**config.mk**
```make
export PLATFORM = sky130hd
export DESIGN_NAME = uart_rx_flat
export DESIGN_NICKNAME = d
export VERILOG_FILES = /design/src/rtl/uart_rx_if.sv /design/src/rtl/uart_rx.sv /design/src/flat_wrapper.sv
export SDC_FILE = /design/constraint.sdc
export NUM_CORES = 1
export LEC_CHECK = 0
export ABC_AREA = 1
export CAP_MARGIN = 20
export CELL_PAD_IN_SITES_DETAIL_PLACEMENT = 1
export CELL_PAD_IN_SITES_GLOBAL_PLACEMENT = 2
export CORE_AREA = 2 2 62 64
export CTS_CLUSTER_DIAMETER = 120
export DETAILED_ROUTE_END_ITERATION = 8
export DIE_AREA = 0 0 64 66
export PLACE_DENSITY_LB_ADDON = 0.12
export RECOVER_POWER = 100
export SYNTH_ARGS = -nofsm -noshare
export SYNTH_HDL_FRONTEND = slang
export SYNTH_SLANG_ARGS = --single-unit
```
**constraint.sdc**
```tcl
create_clock -name clk -period 2.51 [get_ports clk]
set_input_delay 0.502 -clock clk [delete_from_list [all_inputs] [get_ports clk]]
set_output_delay 0.502 -clock clk [all_outputs]
set_load 0.1 [all_outputs]
```
**src/rtl/uart_rx_if.sv**
```systemverilog
// Serial-link bundle between the RS-232 pin, the baud-tick generator and the command decoder.
// Latency: none; wires only.
// Backpressure: none; the receiver strobes results and the consumer must take them.
interface uart_rx_if #(
    parameter int DATA_BITS = 8
) ();

    // Line side and baud generator handshake
    logic                 rs232_rx;
    logic                 clk_bps;
    logic                 bps_start;

    // Result side towards the command decoder
    logic [DATA_BITS-1:0] rx_data;
    logic                 rx_valid;
    logic                 frame_err;

    // The receiver itself
    modport master (
        input  rs232_rx,
        input  clk_bps,
        output bps_start,
        output rx_data,
        output rx_valid,
        output frame_err
    );

    // Everything around the receiver: line driver, baud generator, consumer
    modport slave (
        output rs232_rx,
        output clk_bps,
        input  bps_start,
        input  rx_data,
        input  rx_valid,
        input  frame_err
    );

endinterface

```
**src/rtl/uart_rx.sv**
```systemverilog
// 8N1 UART receive engine: recovers bytes from rs232_rx using the external mid-bit clk_bps pulses.
// Latency: rx_valid/frame_err assert on the edge after the stop-bit clk_bps; start edge seen 3 clk after the line falls.
// Backpressure: none; each result is a one-cycle strobe and rx_data holds until the next good frame.
module uart_rx #(
    parameter int DATA_BITS = 8
) (
    input  logic      clk,
    input  logic      reset,
    uart_rx_if.master bus
);

    localparam int CNT_W = $clog2(DATA_BITS) + 1;
    localparam logic [CNT_W-1:0] LAST_BIT = CNT_W'(DATA_BITS - 1);

    typedef enum logic [2:0] {
        S_IDLE,
        S_START,
        S_DATA,
        S_STOP,
        S_BREAK
    } state_t;

    state_t               state;
    state_t               state_nxt;

    // Line synchroniser; rx_s2 is the usable line, rx_s3 its one-cycle-old copy
    logic                 rx_s1;
    logic                 rx_s2;
    logic                 rx_s3;
    logic                 fall;

    logic [DATA_BITS-1:0] shift;
    logic [DATA_BITS-1:0] shift_nxt;
    logic [CNT_W-1:0]     bit_cnt;
    logic [CNT_W-1:0]     bit_cnt_nxt;

    logic [DATA_BITS-1:0] rx_data_q;
    logic [DATA_BITS-1:0] rx_data_nxt;
    logic                 rx_valid_q;
    logic                 rx_valid_nxt;
    logic                 frame_err_q;
    logic                 frame_err_nxt;
    logic                 bps_start_q;
    logic                 bps_start_nxt;

    assign fall = rx_s3 & ~rx_s2;

    assign bus.bps_start = bps_start_q;
    assign bus.rx_data   = rx_data_q;
    assign bus.rx_valid  = rx_valid_q;
    assign bus.frame_err = frame_err_q;

    // Bring the asynchronous line into the clk domain; idle-high reset value avoids a false start edge
    always_ff @(posedge clk) begin
        if (!reset) begin
            rx_s1 <= 1'b1;
            rx_s2 <= 1'b1;
            rx_s3 <= 1'b1;
        end else begin
            rx_s1 <= bus.rs232_rx;
            rx_s2 <= rx_s1;
            rx_s3 <= rx_s2;
        end
    end

    // State, datapath and output registers
    always_ff @(posedge clk) begin
        if (!reset) begin
            state       <= S_IDLE;
            shift       <= '0;
            bit_cnt     <= '0;
            rx_data_q   <= '0;
            rx_valid_q  <= 1'b0;
            frame_err_q <= 1'b0;
            bps_start_q <= 1'b0;
        end else begin
            state       <= state_nxt;
            shift       <= shift_nxt;
            bit_cnt     <= bit_cnt_nxt;
            rx_data_q   <= rx_data_nxt;
            rx_valid_q  <= rx_valid_nxt;
            frame_err_q <= frame_err_nxt;
            bps_start_q <= bps_start_nxt;
        end
    end

    // Frame sequencing: sample start, data bits LSB first and stop bit on each clk_bps
    always_comb begin
        state_nxt     = state;
        shift_nxt     = shift;
        bit_cnt_nxt   = bit_cnt;
        rx_data_nxt   = rx_data_q;
        rx_valid_nxt  = 1'b0;
        frame_err_nxt = 1'b0;

        unique case (state)
            S_IDLE: begin
                // clk_bps is meaningless here: the generator is held cleared
                if (fall) begin
                    state_nxt = S_START;
                end
            end

            S_START: begin
                if (bus.clk_bps) begin
                    if (!rx_s2) begin
                        state_nxt   = S_DATA;
                        bit_cnt_nxt = '0;
                    end else begin
                        // Line already back high at mid start bit: a glitch, drop it silently
                        state_nxt = S_IDLE;
                    end
                end
            end

            S_DATA: begin
                if (bus.clk_bps) begin
                    shift_nxt   = {rx_s2, shift[DATA_BITS-1:1]};
                    bit_cnt_nxt = bit_cnt + 1'b1;
                    if (bit_cnt == LAST_BIT) begin
                        state_nxt = S_STOP;
                    end
                end
            end

            S_STOP: begin
                if (bus.clk_bps) begin
                    if (rx_s2) begin
                        rx_data_nxt  = shift;
                        rx_valid_nxt = 1'b1;
                        state_nxt    = S_IDLE;
                    end else begin
                        frame_err_nxt = 1'b1;
                        state_nxt     = S_BREAK;
                    end
                end
            end

            S_BREAK: begin
                // A line stuck low must go high again before another start edge can count
                if (rx_s2) begin
                    state_nxt = S_IDLE;
                end
            end

            default: begin
                state_nxt = S_IDLE;
            end
        endcase

        // Generator runs exactly while a frame is in progress; falls with the stop-bit strobe
        bps_start_nxt = (state_nxt == S_START) || (state_nxt == S_DATA) || (state_nxt == S_STOP);
    end

endmodule

```
**src/flat_wrapper.sv**
```systemverilog
// flat-port wrapper written by rule: the top's interface ports become plain ports
module uart_rx_flat 
#(
    parameter int DATA_BITS = 8
)
  (clk, reset, bus_rs232_rx, bus_clk_bps, bus_bps_start, bus_rx_data, bus_rx_valid, bus_frame_err);
  uart_rx_if #(.DATA_BITS(DATA_BITS)) bus_i ();
  input  logic clk;
  input  logic reset;
  input wire logic [$bits(bus_i.rs232_rx)-1:0] bus_rs232_rx;
  input wire logic [$bits(bus_i.clk_bps)-1:0] bus_clk_bps;
  output wire logic [$bits(bus_i.bps_start)-1:0] bus_bps_start;
  output wire logic [$bits(bus_i.rx_data)-1:0] bus_rx_data;
  output wire logic [$bits(bus_i.rx_valid)-1:0] bus_rx_valid;
  output wire logic [$bits(bus_i.frame_err)-1:0] bus_frame_err;
  assign bus_i.rs232_rx = bus_rs232_rx;
  assign bus_i.clk_bps = bus_clk_bps;
  assign bus_bps_start = bus_i.bps_start;
  assign bus_rx_data = bus_i.rx_data;
  assign bus_rx_valid = bus_i.rx_valid;
  assign bus_frame_err = bus_i.frame_err;
  uart_rx #(.DATA_BITS(DATA_BITS)) u_core (.clk(clk), .reset(reset), .bus(bus_i));
endmodule
```
After elaboration in Yosys (flattened, before gate mapping)

Cells that the tools add are included.

Output and inout bits: 11
Bits in registers: 29
Input bits: 4
Memory bits (writable): 0
Memories kept: 0
Bits in latches: 0
Logic and storage cells: 47
ROM bits: 0

$add $sub $neg: 1
Bitwise operators: 2
Equality and inequality tests: 11
Shifts and indexed selects: 0
Order comparisons: 0
Divide/modulo/power cells: 0
Multiply operators: 0
Muxes and demuxes: 15
Reduce and logical (&&, ||, !) cells: 8

Operators by type and width:

| operator                                       | number |
|---|---|
| 2-to-1 mux 3 bit                               | 7 |
| one-hot mux 3 bit (5 select lines)             | 1 |
| == test 3 x 2 -> 1 bit (second input constant) | 4 |
| 2-to-1 mux 4 bit                               | 3 |
| one-hot mux 4 bit (2 select lines)             | 1 |
| == test 3 x 1 -> 1 bit (second input constant) | 2 |
| inequality test 2 bit (second input constant)  | 3 |
| AND reduction 3 bit                            | 2 |
| adder 4 x 1 -> 4 bit (second input constant)   | 1 |
| == test 4 x 3 -> 1 bit (second input constant) | 1 |
| AND reduction 4 bit                            | 1 |
| == test 3 bit (second input constant)          | 1 |
| logical NOT 3 bit                              | 1 |
| logical OR 1 bit                               | 2 |
| 2-to-1 mux 1 bit                               | 2 |
| 2-to-1 mux 2 bit                               | 1 |
| AND reduction 2 bit                            | 1 |
| nonzero test 2 bit                             | 1 |
| bitwise AND 1 bit                              | 1 |
| NOT 1 bit                                      | 1 |

Depth between registers and ports, before layout

Depth after elaboration: 7
Gate-level depth with buffers: 8

Worst setup path after synthesis

Ideal clock, no wire load.

Path type: reg2out
From: reg u_core.rx_data_q[0] (netlist: u_core.bus.rx_data[0])
To: out bus_rx_data[0]
Slack: 1.083 ns
Arrival time: 0.925 ns
Data required time: 2.008 ns
Stages on the path, launching flop included: 1
Cell sequence: dfxtp_1

RTL lines:

| what                   | line               | source |
|---|---|---|
| from (decl)            | uart_rx.sv:37      | `logic [DATA_BITS-1:0] rx_data_q;` |
| from (signal assigned) | uart_rx.sv:80      | `rx_data_q <= rx_data_nxt;` |
| to (decl)              | flat_wrapper.sv:13 | `output wire logic [$bits(bus_i.rx_data)-1:0] bus_rx_data;` |

No word-level cell between the ends.

Worst setup path after layout

From: reg u_core.rx_data_q[7] (netlist: u_core.bus.rx_data[7])
To: out bus_rx_data[7]

No word-level cell between the ends.

==> results.py <==
metrics = {
    "place": {
        "dp_hpwl_mm": 1.767,
        "port-buffer-count": 14,
        "place_area_um2": 1295,
        "place.gp.congestion": 0.7510,
    },
    "floorplan": {
        "die-area_um2": 4224,
        "chipHeight_um": 66,
        "rows": 22,
        "core_um2": 3551,
        "initial_core_util_pct": 32.03,
        "die_x_um": 64,
        "io-pin-count": 15,
    },
    "setup_path": {
        "required_ns": 2.01,
        "cp_num_cells": 1,
        "crit_buf_inv": 1,
        "crit_path_max_fanout": 2,
        "critPathCaptureType": "output pin",
        "critPathMaxStageDelay_ns": 0.86,
        "r2r_cells": 7,
        "cp_top_family": "buffers and inverters",
        "cpMaxStageDelayCell": "clkbuf_1",
        "crit_type": "register to output pin",
        "cp_data_arrival_time_ns": 1.53,
        "path_cells": "clkbuf_1",
        "critPathLaunchType": "register",
    },
    "yosys": {
        "ys_ff_latch": 29,
        "synth-xor-area-share_pct": 0.7701,
        "synth_top_family_by_area": "simple AND/OR/NAND/NOR gates",
        "synth_compound_area_share_pct": 10.01,
        "syn_inst": 147,
        "synth.area.mux_share_pct": 0,
        "synth_warnings": 0,
        "avgSynthCellArea_um2": 7.737,
        "synth-simple-area-share_pct": 30.36,
        "yosysUniqueCellTypes": 23,
        "syn-cell-area_um2": 1137,
        "synthAdderAreaFrac_pct": 1.100,
        "synth_fp_nets": 152,
        "synth_seq_area_share_pct": 51.05,
    },
    "clocking": {
        "clock-sinks": 29,
        "cts_buffer_depth": 2,
        "cts_hold_buf": 0,
        "cts-root-buf": "clkbuf_4",
        "cts_buffers": 5,
        "worstSkewPairLatency_ns": 0.32,
        "ctsResizeCount": 0,
        "clkSlewWorstSetupHoldPaths_ns": 0.09,
        "cts_setup_buffers": 0,
        "cts_tree": "yes",
        "cts_max_level": 2,
    },
    "detailed_routing": {
        "drtIter0Drc": 24,
        "wire_per_inst_um": 11.66,
        "ant_nets": 0,
        "via_per_inst": 4.458,
        "vias": 954,
        "drc": 0,
        "wl_mm": 2.495,
        "first_pass_iters": 4,
    },
    "cells_and_area": {
        "design_area_um2": 1297,
        "drive_gt1_share_pct": 13.25,
        "fillers": 448,
        "syn_to_final_growth_pct": 14.08,
        "multi_input_area_um2": 473.0,
        "antennaDiodeCount": 0,
        "finalNetCount": 171,
        "seq_area_um2": 580.6,
    },
    "outcome": {
        "status": "complete, no violations",
    },
    "pwr": {
        "p_leak_uw": 0.0005178,
        "irDropWorstVdd_mv": 0.2175,
        "power.density_nw_per_um2": 608.0,
    },
    "hold_path": {
        "min_path_cells": 1,
        "min_path_type": "register to register",
    },
    "flow_run": {
        "cap_viol_max_count": 0,
    },
    "timing": {
        "fmax_mhz": 492.5,
        "tightest_slew_ns": 1.170,
        "timing_hold_violations_final": 0,
        "min_period_over_period_pct": 80.90,
        "rsz0062_at_grt": "no",
        "min_period_ns": 2.031,
        "tns_ns": 0,
        "setup_violations": 0,
        "slew_headroom_pct": 22.35,
        "skew_ns": 0.005419,
        "slew_viol_final": 0,
    },
    "global_route": {
        "grt_max_degree": 15,
        "grt_usage_pct": 13.62,
        "grt_first_pass_wirelength_mm": 4.374,
        "grt_overflow": 0,
        "first_global_vias": 991,
        "antenna_found_initial": 0,
    },
}
area by class of cell:
type / instances / share of cell area (%)
Inverter: 14 / 4.147
Tap cell: 48 / 4.629
Sequential cell: 29 / 44.74
Clock buffer: 7 / 4.243
Multi-Input combinational cell: 101 / 36.45
Timing Repair Buffer: 15 / 5.786
final timing paths:
kind,endpoint,slack (ns),from
worst max register to register,u_core.bus.rx_data[4],0.91,u_core.state[2]
worst min register to register,u_core.rx_s2,0.43,u_core.rx_s1
worst max-delay path,bus_rx_data[7],0.48,u_core.bus.rx_data[7]
worst min-delay path,u_core.rx_s2,0.43,u_core.rx_s1
flip-flops by register name, summed over array words and instances, names as in the netlist:
name                  count
u_core.bus.frame_err      1
u_core.bus.bps_start      1
u_core.rx_s1              1
u_core.bit_cnt            4
u_core.rx_s2              1
u_core.rx_s3              1
u_core.bus.rx_data        8
u_core.state              3
u_core.shift              8
u_core.bus.rx_valid       1
cells in the final DEF, fill, tap and decap left out, drive strengths merged:
cell            n
dlygate4sd3     2
or2             2
clkdlybuf4s50   1
a21oi           3
nand4           1
nor2           50
nand3           5
nand2          19
dfxtp          29
clkbuf         19
o21ai          19
inv            13
xnor2           1
ha              1
clkinvlp        1
through the flow:
stage / cells / setup slack, ns / util, % / power, uW / hold slack, ns
floorplan: 147 / 1.083 / - / 501.2 / 0.3925
global placement: 207 / 0.5857 / 36.47 / 513.7 / 0.4064
detailed placement: 207 / 0.5885 / 36.47 / 514.1 / 0.3997
CTS: 214 / 0.9197 / 38.02 / 802.9 / 0.4348
global route: 214 / 0.4260 / 36.54 / 824.9 / 0.4385
finish: 214 / 0.4795 / 36.54 / 788.9 / 0.4347
power by group:
group          switching [uW]  leakage [uW]  total, uW  internal, uW
Sequential               2.13      0.000234        466           464
Clock                     156     0.0000314        288           132
Combinational            24.2      0.000252       34.9          10.7
layer usage:
metal  GRT usage (%)  vias to the layer above  part of all wire, %
li1                -                      495                    -
met5               0                        -                    0
met1           14.95                      438                   47
met2           23.44                       15                   47
met4           6.522                        0                  2.0
met3           4.770                        6                  4.6
logic make-up (layout without fill, tap and decap cells):
kind of cell	count (synthesis)	in the layout
AO/OA/AOI/OAI	22	22
XOR/XNOR	1	1
AND/OR/NAND/NOR	77	77
flip-flops	29	29
buffers and inverters	17	36
adder cells (fa/ha/maj)	1	1
cell usage after synthesis:
library cell / count / area [um^2]
nand2_2: 2 / 12.51
dfxtp_1: 29 / 580.6
xnor2_1: 1 / 8.760
ha_1: 1 / 12.51
buf_6: 1 / 11.26
clkbuf_1: 1 / 3.750
nand3_1: 2 / 10.01
o21ai_0: 18 / 90.09
nor2_2: 3 / 18.77
nand2_1: 16 / 60.06
inv_2: 4 / 15.01
o21ai_1: 1 / 5.000
a21oi_2: 1 / 8.760
buf_4: 1 / 7.510
clkinv_2: 1 / 5.000
nand3_2: 3 / 30.03
nand2_4: 1 / 11.26
or2_2: 2 / 12.51
inv_1: 9 / 33.78
a21oi_1: 2 / 10.01
nor2_1: 46 / 172.7
nor2_4: 1 / 11.26
nand4_1: 1 / 6.260
(Power assumes the default switching activity.)
